**config.mk**
```make
export PLATFORM = sky130hd
export DESIGN_NAME = shift_add_datapath
export DESIGN_NICKNAME = d
export VERILOG_FILES = /design/src/rtl/shift_add_datapath.sv
export SDC_FILE = /design/constraint.sdc
export NUM_CORES = 1
export LEC_CHECK = 0
export CAP_MARGIN = 20
export CORE_UTILIZATION = 49
export DETAILED_ROUTE_END_ITERATION = 10
export PLACE_DENSITY = 0.74
export SYNTH_ARGS = -nofsm -noshare
export SYNTH_HDL_FRONTEND = slang
export SYNTH_SLANG_ARGS = --single-unit
```
**constraint.sdc**
```tcl
create_clock -name CLK -period 1.7 [get_ports CLK]
set_input_delay 0.425 -clock CLK [delete_from_list [all_inputs] [get_ports CLK]]
set_output_delay 0.425 -clock CLK [all_outputs]
set_load 0.005 [all_outputs]
```
**src/rtl/shift_add_datapath.sv**
```systemverilog
// shift_add_datapath: shift-and-add unsigned multiplier driven by LD/SH/D strobes with protocol checking
module shift_add_datapath #(
  parameter int WIDTH = 4
) (
  input  logic                         CLK,
  input  logic                         RST,
  input  logic                         LD,
  input  logic                         SH,
  input  logic                         D,
  input  logic [WIDTH-1:0]             MCAND,
  input  logic [WIDTH-1:0]             MPLIER,
  output logic [2*WIDTH-1:0]           PRODUCT,
  output logic                         VALID,
  output logic                         BUSY,
  output logic                         ERR,
  output logic [$clog2(WIDTH+1)-1:0]   STEP_CNT
);
  localparam int CW = $clog2(WIDTH+1);
  logic [WIDTH-1:0] m, q;
  logic [WIDTH:0] a, sum;
  logic [CW-1:0] cnt;
  logic run, ready;
  // partial-product adder and state decode from BUSY/cnt
  always_comb begin
    sum = a + {1'b0, q[0] ? m : {WIDTH{1'b0}}};
    run = BUSY && cnt < CW'(WIDTH);
    ready = BUSY && cnt == CW'(WIDTH);
  end
  // strobe handling with priority RST > LD > D > SH
  always_ff @(posedge CLK) begin
    if (RST) begin
      m <= '0;
      q <= '0;
      a <= '0;
      cnt <= '0;
      PRODUCT <= '0;
      VALID <= 1'b0;
      BUSY <= 1'b0;
      ERR <= 1'b0;
    end else if (LD) begin
      m <= MCAND;
      q <= MPLIER;
      a <= '0;
      cnt <= '0;
      BUSY <= 1'b1;
      VALID <= 1'b0;
      ERR <= 1'b0;
    end else if (D) begin
      if (ready) begin
        PRODUCT <= {a[WIDTH-1:0], q};
        VALID <= 1'b1;
        BUSY <= 1'b0;
        cnt <= '0;
      end else if (run) begin
        BUSY <= 1'b0;
        ERR <= 1'b1;
      end
    end else if (SH) begin
      if (run) begin
        {a, q} <= {sum, q} >> 1;
        cnt <= cnt + 1'b1;
      end else begin
        ERR <= 1'b1;
      end
    end
  end
  assign STEP_CNT = cnt;
endmodule

```
==> run summary, run 1 <==
Result of the run: finished clean
Number of warnings issued by yosys: 0
CTS max path bufs: 2
Kind of end point of the critical path: output port
Main area contributors after synthesis: dfxtp_1 (41%), ha_1 (6.0%), a21oi_1 (5.6%)
Synthesized instance count: 145
Worst r2r dst: a[2]$_SDFFE_PP0P_
Number of max-slew violations in the final report: 0
Worst Setup Slack post-DPL: -0.129 ns
Residual antenna-violating net count after detailed routing: 0
Drc violations: 0
CTS Hold Bufs: 0
FP Rows: 17
Critical path depth: 1
Number of buffer and inverter instances along the worst setup path: 1
Synth Area in Adders: 0.0757
Cell depth of the worst flop-to-flop path: 5
Peak supply drop: 0.000672 V
Slowest stage cell, crit path: clkdlybuf4s50_1
Global-route wire length before repair: 4850 microns
Area share of the largest cell type after synthesis: 0.414
Synth Cell Area: 1260 sq um
Effective utilization at floorplan: 0.542
Number of vias per cell: 5.50
Leak Pwr: 0.634 nW
Number of antenna violations at the first check in global routing: 0
Routability cong.: 0.808
Violation count after the first detailed-routing iteration: 15
Synth-to-Final Area Change: 31.1%
Destination of the critical timing path: BUSY
Post-route standard cell area excluding fillers: 1650 sq um
Final Non-Filler Cells: 209
Category of the critical setup timing path: register to output port
TritonCTS sink count: 26
Largest net degree at the start of global routing: 14
Clock transition at the registers of the reported paths: 0.14 ns
Number of filler instances in the final layout: 187
Crit path launch: BUSY$_SDFFE_PP0P_
Source-to-sink clock delay at the later pin of the worst-skew pair: 0.32 ns
Placed instance area: 1600 sq um
Floorplan die height: 52.6 microns
Clock Root Buffer: clkbuf_4
Level count of the clock H-tree: 1
Vias post-DR: 1,149
Design Power: 1.03 mW
Area of the multi-input gates: 651 sq um
Critical R2R Launch: q[0]$_SDFFE_PP0P_
Minimum period implied by the final worst setup slack: 1.65 ns
Wire per inst: 13.7 microns
Share of synthesized cell area in and, or, nand and nor gates: 0.209
Count of endpoints failing hold in the final timing report: 0
Clock buffers created by TritonCTS: 3
Synth Area in XOR/XNOR: 0.00697
Arrival time of the worst setup path: 1.22 ns
Final setup slack of the worst path: 0.0507 ns
Utilization after layout: 0.710
I/O pin total: 27
Type of the most critical hold path: register to register
Flop and latch count out of synthesis: 26
Proportion of synthesized area in mux cells: 0.0319
Worst rel slew slack: 0.811
Crit start category: register
Critical path, cell by cell: clkdlybuf4s50_1
Die area: 2770 sq um
Count of inserted antenna diode cells: 0
WL final: 2860 microns
Global Route Usage Sum: 0.241
Cell count after placement: 204
Power per cell area: 625 nW/um^2
Residual overflow from global routing: 0
Fin nets: 203
Dominant combinational cell family by area after synthesis: simple AND/OR/NAND/NOR gates
Worst Tran Pin Value: 0.282 ns
Maximum capacitance violations: 0
Number of buffers inserted by port buffering: 26
Core Area: 2320 sq um
TritonCTS clock tree: built
Crit-path max cell delay: 0.50 ns
Die boundary width: 52.6 microns
Required time of the critical path: 1.27 ns
Average instance area after synthesis: 8.66 sq um
Final setup vio count: 0
Sequential element share of the synthesized area: 0.414
First drt pass iteration count: 4
Register area: 534 sq um
Fraction of final layout cells sized beyond drive strength 1: 0.155
Maximum fanout count along the critical path: 6
Final HPWL DP: 2190 microns
Clock Skew: 0.00446 ns
Number of global-route vias before repair: 1,085
Top Family by Delay on Critical Path: buffers and inverters
Top cell type by total area after synthesis: dfxtp_1
Reg-to-reg setup timing slack: 0.15 ns
Share of the clock period used by the worst path after layout: 0.970
Yosys cell types: 33
Compound-gate portion of the synthesized area: 0.192
Achievable frequency: 0.606 GHz
Post-synth net total: 165
[timing repair]
action | CTS | global route
gates resized for setup | 5 | 4
setup endpoints to repair | 3 | 6
setup buffers | 0 | 2
pin swaps | 0 | 0
[through the flow]
step | hold WS [ns] | setup TNS [ns]
after CTS | 0.475 | 0
after floorplan | 0.452 | 0
after global placement | 0.457 | -0.567
final | 0.478 | 0
after detailed placement | 0.461 | -0.967
after global routing | 0.494 | -0.00102
[state kept, by name (all words and copies together) (netlist names)]
signal    flops
m             4
q             4
a             4
PRODUCT       8
ERR           1
VALID         1
STEP_CNT      3
BUSY          1
[synthesized netlist by cell type]
| cell type | instances |
|---|---|
| a21oi_1 | 14 |
| nand2_1 | 14 |
| nand4_1 | 1 |
| o21ba_2 | 1 |
| inv_1 | 6 |
| nand2b_1 | 1 |
| o21ai_0 | 12 |
| clkbuf_1 | 2 |
| or2_0 | 1 |
| mux2i_1 | 4 |
| fa_1 | 1 |
| and2_1 | 3 |
| a31oi_1 | 1 |
| nor2_1 | 13 |
| clkinv_1 | 1 |
| buf_2 | 4 |
| xnor2_1 | 1 |
| nand3_1 | 14 |
| a311oi_1 | 3 |
| and4_1 | 1 |
| and4bb_1 | 1 |
| buf_6 | 3 |
| nand4bb_1 | 1 |
| dfxtp_1 | 26 |
| a21boi_0 | 1 |
| nor2b_1 | 2 |
| o31ai_1 | 1 |
| a211oi_1 | 2 |
| ha_1 | 6 |
| o211ai_2 | 1 |
| a2111o_1 | 1 |
| a311oi_2 | 1 |
| or3b_1 | 1 |
[placed cells by master, fill, tap and decap left out, types with 2 or more instances in the layout]
| cell type | netlist | layout |
|---|---|---|
| nand2_1 | 14 | 14 |
| nand3_1 | 14 | 14 |
| clkbuf_4 | 0 | 3 |
| a21oi_1 | 14 | 14 |
| dfxtp_4 | 0 | 3 |
| ha_1 | 6 | 6 |
| dfxtp_2 | 0 | 2 |
| dfxtp_1 | 26 | 21 |
| buf_4 | 0 | 15 |
| clkdlybuf4s50_1 | 0 | 26 |
| nor2_1 | 13 | 13 |
| inv_1 | 6 | 6 |
| mux2i_1 | 4 | 4 |
| a211oi_1 | 2 | 2 |
| o21ai_0 | 12 | 12 |
| nor2b_1 | 2 | 2 |
| and2_1 | 3 | 3 |
| a311oi_1 | 3 | 3 |
[where the power goes]
group	switching, mW	total (mW)	internal (mW)
Combinational	0.0582	0.127	0.0692
Clock	0.182	0.265	0.0833
Sequential	0.0131	0.636	0.623
Total	0.253	1.03	0.776
[how the worst min path moves through the flow]
stage | start | end | cells after the start | slack [ns]
finish | STEP_CNT[0]$_SDFFE_PP0P_ | STEP_CNT[0]$_SDFFE_PP0P_ | 1 | 0.48
CTS | STEP_CNT[0]$_SDFFE_PP0P_ | STEP_CNT[0]$_SDFFE_PP0P_ | 1 | 0.48
detailed placement | VALID$_SDFFE_PP0P_ | VALID$_SDFFE_PP0P_ | 2 | 0.46
floorplan | m[3]$_SDFFE_PP0P_ | m[3]$_SDFFE_PP0P_ | 2 | 0.45
global placement | VALID$_SDFFE_PP0P_ | VALID$_SDFFE_PP0P_ | 2 | 0.46
global route | STEP_CNT[0]$_SDFFE_PP0P_ | STEP_CNT[0]$_SDFFE_PP0P_ | 1 | 0.49
[area by class of cell]
| class | instances | area share |
|---|---|---|
| multi-input combinational | 103 | 0.395 |
| sequential | 26 | 0.324 |
| timing repair buffer | 42 | 0.229 |
| tap | 28 | 0.0213 |
| inverter | 7 | 0.0160 |
| clock buffer | 3 | 0.0137 |
[metal layers]
metal  wire (microns)  part of all wire  track usage
met5                0                 0            0
met4               42             0.015       0.0702
met3              105             0.037       0.0667
met2             1360              0.47        0.395
met1             1350              0.47        0.306
[cell families after synthesis]
group           Yosys count
flops                    26
fa+ha+maj                 7
simple gates             53
buf+inv                  16
compound gates           38
xor+xnor                  1
mux                       4
No activity file was read; power rests on OpenSTA's default activity.
==> run 2, diff against run 1 <==
Settings changed: CORE_UTILIZATION 49 to 47, CTS_BUF_LIST from default to sky130_fd_sc_hd__clkbuf_8, PLACE_DENSITY 0.74 to 0.75, SKIP_CTS_REPAIR_TIMING from default to 1.
Clock period 1.7 ns to 1.35 ns, I/O delays scaled along.
==> run 2 against run 1 <==
Sequential cell count unchanged; global-route usage down 1.2 points; largest power group unchanged; non-clock buffer count rose by 10; the run now ends with setup timing left; core utilization is 5.4 points higher.
==> run summary, run 2 (synthesis gave the netlist of run 1 again) <==
TritonCTS clock tree: built
Wire per inst: 14.3 microns (+4.6%)
Result of the run: complete, but fails checks
Global-route wire length before repair: 4690 microns (-3.3%)
Die area: 2880 sq um (+4.1%)
Crit path launch: q[0]$_SDFFE_PP0P_
Final setup slack of the worst path: -0.129 ns (-0.180 ns)
Number of buffers inserted by port buffering: 26 (unchanged)
WL final: 3170 microns (+11%)
Residual antenna-violating net count after detailed routing: 0 (unchanged)
Arrival time of the worst setup path: 1.69 ns (+0.47 ns)
RSZ-0062 raised after global routing: yes
Register with the most flip-flops: PRODUCT
Count of inserted antenna diode cells: 0 (unchanged)
Kind of end point of the critical path: register
Number of max-slew violations in the final report: 0 (unchanged)
Reg-to-reg setup timing slack: -0.13 ns (-0.28 ns)
Clock transition at the registers of the reported paths: 0.09 ns (-0.05 ns)
Violation count after the first detailed-routing iteration: 16 (+1)
Die boundary width: 53.7 microns (+2.0%)
Fin nets: 213 (+4.9%)
Area of the multi-input gates: 722 sq um (+11%)
Cell depth of the worst flop-to-flop path: 7 (+2)
Critical R2R Launch: q[0]$_SDFFE_PP0P_
Most used cells in the layout excluding fill and tap cells: buf_4 (23), dfxtp_1 (18), dlymetal6s2s_1 (16)
I/O pin total: 27 (unchanged)
Effective utilization at floorplan: 0.503 (-0.0393)
Synth-to-Final Area Change: 52.1%
Number of filler instances in the final layout: 183 (-2.1%)
Global Route Usage Sum: 0.229 (-0.0122)
Maximum fanout count along the critical path: 5 (-1)
Source-to-sink clock delay at the later pin of the worst-skew pair: 0.27 ns (-0.05 ns)
Drc violations: 0 (unchanged)
Worst Hold Path Cells: 3 (+2)
Count of endpoints failing hold in the final timing report: 0 (unchanged)
Core Area: 2500 sq um (+7.8%)
Worst Tran Pin Value: 0.252 ns (-0.0305 ns)
Residual overflow from global routing: 0 (unchanged)
Achievable frequency: 0.676 GHz
Number of antenna violations at the first check in global routing: 0 (unchanged)
Share of total power in the clock network: 0.395 (+0.137)
Required time of the critical path: 1.56 ns (+0.29 ns)
Crit start category: register
First drt pass iteration count: 4 (unchanged)
Vias post-DR: 1,190 (+3.6%)
CTS max path bufs: 2 (unchanged)
Power per cell area: 860 nW/um^2 (+38%)
Share of the clock period used by the worst path after layout: 1.10
Max reg flops: 8 (unchanged)
Level count of the clock H-tree: 1 (unchanged)
Routability cong.: 0.741 (-8.2%)
Part of the total power dissipated in combinational logic: 0.118 (-0.006)
Minimum period implied by the final worst setup slack: 1.48 ns
Cell internal power dissipation: 1.29 mW (+66%)
Final HPWL DP: 2320 microns (+5.9%)
Slowest stage cell, crit path: dfxtp_4
Post-route worst hold slack: 0.419 ns (-0.0594 ns)
Number of global-route vias before repair: 1,078 (-0.65%)
Worst Setup Slack post-DPL: -0.388 ns (-0.259 ns)
Worst r2r dst: a[1]$_SDFFE_PP0P_
Floorplan die height: 53.7 microns (+2.0%)
Post-route standard cell area excluding fillers: 1910 sq um (+16%)
Register area: 538 sq um (+0.70%)
Leak Pwr: 0.988 nW (+56%)
Placed instance area: 1720 sq um (+7.6%)
Final setup vio count: 4 (+4)
Clock Skew: 0.00222 ns (-0.00223 ns)
Clock Root Buffer: clkbuf_8
Clock buffers created by TritonCTS: 3 (unchanged)
Maximum capacitance violations: 0 (unchanged)
Utilization after layout: 0.764 (+0.0541)
Category of the critical setup timing path: register to register
Failing checks: setup timing
Fraction of final layout cells sized beyond drive strength 1: 0.286 (+0.132)
Most common cell after layout, fill and taps aside: buf_4
Number of vias per cell: 5.36 (-2.5%)
Power share of the sequential group: 0.487 (-0.132)
Peak supply drop: 0.000659 V (-1.9%)
Largest net degree at the start of global routing: 16 (+2)
TritonCTS sink count: 26 (unchanged)
Destination of the critical timing path: a[1]$_SDFFE_PP0P_
Sw power: 0.356 mW (+41%)
Type of the most critical hold path: input pin to register
Worst rel slew slack: 0.831 (+0.0192)
Critical path, cell by cell: and2_4 -> ha_4 -> inv_2 -> fa_2 -> xnor2_1 -> nand2_1 -> a21oi_2
Sw frac: 0.216 (-0.0295)
FP Rows: 18 (+1)
Crit-path max cell delay: 0.38 ns (-0.12 ns)
## run 2: cell types whose count changed in the layout (fill, tap and decap cells not counted), sizes merged
| cell | previous run | this run |
|---|---|---|
| clkbuf | 4 | 3 |
| dlymetal6s2s | 0 | 16 |
| buf | 15 | 26 |
| clkdlybuf4s50 | 26 | 10 |
| bufinv | 0 | 1 |
## run 2: layer usage
layer / track usage / vias to the layer above / wire [microns]
li1: - / 601 / -
met1: 0.286 / 570 / 1460
met2: 0.403 / 15 / 1620
met3: 0.0254 / 4 / 71
met4: 0.0746 / 0 / 23
met5: 0 / - / 0
## run 2: how the worst min path moves through the flow
stage	start	end	slack, ns
floorplan	D	STEP_CNT[2]$_SDFFE_PP0P_	0.43
global placement	VALID$_SDFFE_PP0P_	VALID$_SDFFE_PP0P_	0.45
detailed placement	VALID$_SDFFE_PP0P_	VALID$_SDFFE_PP0P_	0.46
CTS	PRODUCT[5]$_SDFFE_PP0P_	PRODUCT[5]$_SDFFE_PP0P_	0.48
global route	SH	ERR$_SDFFE_PP0P_	0.44
finish	SH	ERR$_SDFFE_PP0P_	0.42
## run 2: final cells by class
class,count,share of cell area
Clock buffer,3,0.0216
Clock inverter,1,0.0157
Inverter,7,0.0138
Multi-Input combinational cell,103,0.378
Sequential cell,26,0.282
Tap cell,30,0.0196
Timing Repair Buffer,52,0.270
## run 2: through the flow
stage / setup TNS, ns / power [mW] / cells
floorplan: -0.0241 / 0.898 / 145
global placement: -6.62 / 0.994 / 217
detailed placement: -6.98 / 1.00 / 217
CTS: -3.22 / 1.64 / 221
global route: -0.664 / 1.69 / 222
finish: -0.343 / 1.64 / 222
## run 2: critical path: cells and delay by family (launching register included)
kind,cells,cell delay [ns]
buffers and inverters,1,0.04
adder cells (fa/ha/maj),2,0.49
AO/OA/AOI/OAI,1,0.13
flip-flops,1,0.38
XOR/XNOR,1,0.16
AND/OR/NAND/NOR,2,0.23
## run 2: power groups by stage
stage               sequential (mW)  combinational [mW]  clock, mW
detailed placement            0.823               0.178          0
CTS                           0.805               0.181      0.655
global route                  0.804               0.210      0.678
floorplan                     0.818              0.0796          0
global placement              0.821               0.173          0
finish                        0.801               0.194      0.649
==> patch 1, RTL diff (config.mk and constraints of run 2) <==
The parameter `WIDTH` goes from 4 to 16.
--- a/src/rtl/shift_add_datapath.sv
+++ b/src/rtl/shift_add_datapath.sv
@@ -2,3 +2,3 @@
 module shift_add_datapath #(
-  parameter int WIDTH = 4
+  parameter int WIDTH = 16
 ) (
Ports: changed (resized MCAND, MPLIER, PRODUCT and STEP_CNT); port bits go from 27 to 77. No check against the original RTL was run, so the function may have changed too.
==> patch 1 against run 2 <==
The flow still finishes with violations (negative setup slack). Sequential cell count up 62. Synthesized area rose to 3.3 times the old value. Combinational power rose to 3.2 times the old value. Total power rose to 3.1 times the old value. Maximum frequency down 35%. Wire length rose to 4.9 times the old value. Clock skew up 16 ps. Worst setup slack worse by 800 ps. Design area rose to 3.7 times the old value.
==> patch 1: results (changes against run 2) <==
| Metric | Value |
|---|---|
| Max FFs per register | `32 (+24)` |
| First-pass GRT wire length | `17400 µm (+270%)` |
| Cells on worst reg2reg path | `9 (+2)` |
| Status | `complete, but fails checks` |
| Seq cells | `88 (+240%)` |
| Hold Path Origin | `RST` |
| Sequential share of cell area | `0.253 (-0.0285)` |
| Port Buffer Count | `76 (+190%)` |
| Number of non-clock buffers in the layout | `191 (+270%)` |
| Inst Count DP | `765 (+250%)` |
| Vias in the first global route | `3710 (+240%)` |
| Worst-Skew Late Latency | `370 ps (+100 ps)` |
| CTS buffer count | `9 (+6)` |
| Met3 GRT Util | `0.0316 (+0.00617)` |
| Final Setup Violations | `67 (+63)` |
| Final worst slack | `-932 ps (-802 ps)` |
| NonClk Buf Share | `0.265 (-0.00443)` |
| Internal power | `0.00366 W (+180%)` |
| Clock transition at the registers of the reported paths | `110 ps (+20 ps)` |
| Final WL | `15700 µm (+390%)` |
| Setup Skew | `17.9 ps (+15.7 ps)` |
| Detail Route met2 WL | `7970 µm (+390%)` |
| WHS Endpoint | `m[15]` |
| Multi-input gate count | `399 (+290%)` |
| Failing checks | `negative setup slack` |
[patch 1: through the flow]
step | total power [W] | hold WS, ps | TNS, ps | cell area [µm²]
after floorplan | 0.00297 | 442 | -11900 | 4320
after global placement | 0.00320 | 442 | -37410 | 5700
after detailed placement | 0.00322 | 446 | -40050 | 5700
after CTS | 0.00489 | 248 | -27470 | 5880
after global routing | 0.00523 | 261 | -25660 | 7160
final | 0.00510 | 257 | -21410 | 7160
[patch 1: power groups by stage]
stage / clock, W / sequential (W) / combinational, W
detailed placement: 0 / 0.00275 / 0.000464
global placement: 0 / 0.00275 / 0.000452
floorplan: 0 / 0.00275 / 0.000227
global route: 0.00187 / 0.00271 / 0.000648
CTS: 0.00173 / 0.00269 / 0.000465
finish: 0.00178 / 0.00271 / 0.000612
==> patch 2, RTL diff (config.mk and constraints of run 2) <==
Made on the original files. Put one more register stage on the output `ERR`, cleared by the reset. The value now appears one clock later. The other outputs are not delayed to match.
--- a/src/rtl/shift_add_datapath.sv
+++ b/src/rtl/shift_add_datapath.sv
@@ -18,2 +18,4 @@
   localparam int CW = $clog2(WIDTH+1);
+
+  logic ERR_s0;
   logic [WIDTH-1:0] m, q;
@@ -38,3 +40,3 @@
       BUSY <= 1'b0;
-      ERR <= 1'b0;
+      ERR_s0 <= 1'b0;
     end else if (LD) begin
@@ -46,3 +48,3 @@
       VALID <= 1'b0;
-      ERR <= 1'b0;
+      ERR_s0 <= 1'b0;
     end else if (D) begin
@@ -55,3 +57,3 @@
         BUSY <= 1'b0;
-        ERR <= 1'b1;
+        ERR_s0 <= 1'b1;
       end
@@ -62,3 +64,3 @@
       end else begin
-        ERR <= 1'b1;
+        ERR_s0 <= 1'b1;
       end
@@ -67,2 +69,10 @@
   assign STEP_CNT = cnt;
+  always_ff @(posedge CLK) begin
+    if (RST) begin
+      ERR <= '0;
+    end else begin
+      ERR <= ERR_s0;
+    end
+  end
+
 endmodule
Formal check against the unedited RTL: not equivalent (a bounded check fails within 4 cycles, from zero or initial values and one cycle with RST high).
==> patch 2 against run 2 <==
The flow still finishes with violations (negative setup slack). Die area up 0.67%. Total power down 9.1%. Sequential power up 3.9%. Sequential cell count up 1. Cell count down 0.90%. Design area down 0.85%. Synthesized area up 0.70%. Wire length up 14%. Highest routed layer unchanged. Worst setup slack worse by 53 ps.
==> patch 2: results (changes against run 2) <==
| Metric | Value |
|---|---|
| Syn nets | `167 (+1.2%)` |
| Clock buffer depth | `2 (unchanged)` |
| R2R Setup Slk | `-180 ps (-50 ps)` |
| Largest net degree at the start of global routing | `19 (+3)` |
| Setup Skew | `3.83 ps (+1.60 ps)` |
| WL/cell | `16.4 µm (+15%)` |
| Sequential-to-total area share from yosys stat | `0.427 (+0.0130)` |
| Critical path arrival | `1750 ps (+60 ps)` |
| Final worst slack | `-182 ps (-52.9 ps)` |
| HP Class | `reg2reg` |
| Initial DRC count | `44 (+28)` |
| Hold Crit Depth | `1 (-2)` |
| Total number of vias | `1259 (+5.8%)` |
| # nets final | `211 (-0.94%)` |
| Setup TNS Final | `-511 ps (-169 ps)` |
| Failing checks | `negative setup slack` |
| # fillers | `170 (-7.1%)` |
| WHS Endpoint | `STEP_CNT[0]` |
| Commonest cells post-synth | `dfxtp_1, a21oi_1, nand2_1, nand3_1, nor2_1` |
| GRT Total Usage | `0.235 (+0.00592)` |
| Vias in the first global route | `1127 (+4.5%)` |
| Synth top area cells | `dfxtp_1, ha_1, a21oi_1` |
| Htree depth | `1 (unchanged)` |
| Syn Inst Count | `147 (+1.4%)` |
| Hold Path Origin | `STEP_CNT[0]` |
| Pre-CTS setup slack | `-475 ps (-87.5 ps)` |
| Hold slack | `465 ps (+46.1 ps)` |
| Static leakage power | `0.971 nW (-1.8%)` |
| Worst VDD drop | `599 µV (-9.1%)` |
| Slew HR | `0.752 (-0.0782)` |
| Final Setup Violations | `4 (unchanged)` |
| First-pass GRT wire length | `4870 µm (+3.8%)` |
| Status | `complete, but fails checks` |
==> patch 2: cell type report <==
class	count	area, µm²	area share
well taps	30	37.5	0.0198
clock inverters	1	7.51	0.00396
repair buffers	48	477	0.252
inverters	7	26.3	0.0139
flip-flops and latches	27	564	0.298
clock buffers	3	41.3	0.0218
multi-input cells	104	741	0.391
==> patch 2: metrics by stage <==
stage	util	cell area, µm²
finish	0.758	1890
global route	0.758	1890
CTS	0.690	1720
detailed placement	0.670	1680
global placement	0.670	1680
floorplan	-	1290
==> patch 2: cell families (layout without fill, tap and decap cells) <==
group                      count (synthesis)  after routing  share of synthesized area
buffers and inverters                     16             59                     0.0633
muxes                                      4              4                     0.0317
and+or+nand+nor                           54             54                      0.214
xor gates and xnor gates                   1              1                    0.00693
DFF                                       27             27                      0.427
AOI/OAI and AO/OA                         38             38                      0.182
adders and majority gates                  7              7                     0.0752
==> patch 2: per-layer routing <==
layer / routed length, µm / vias to the layer above / track usage / share of wire
li1: - / 602 / - / -
met1: 1560 / 611 / 0.284 / 0.43
met2: 1850 / 42 / 0.424 / 0.51
met3: 147 / 4 / 0.0282 / 0.041
met4: 53 / 0 / 0.0746 / 0.015
met5: 0 / - / 0 / 0
==> patch 2: report_power, final <==
group / switching (W) / total, W / internal [W]
Sequential: 0.0000193 / 0.000832 / 0.000813
Combinational: 0.0000867 / 0.000187 / 0.0000999
Clock: 0.000267 / 0.000476 / 0.000210
==> patch 2: critical path: stages, from the launching register on <==
cell and delay (ps):
dfxtp_4 400, and2_4 160, ha_4 130, inv_2 40, fa_2 360, xnor2_1 170, nand2_1 90, a21oi_2 140
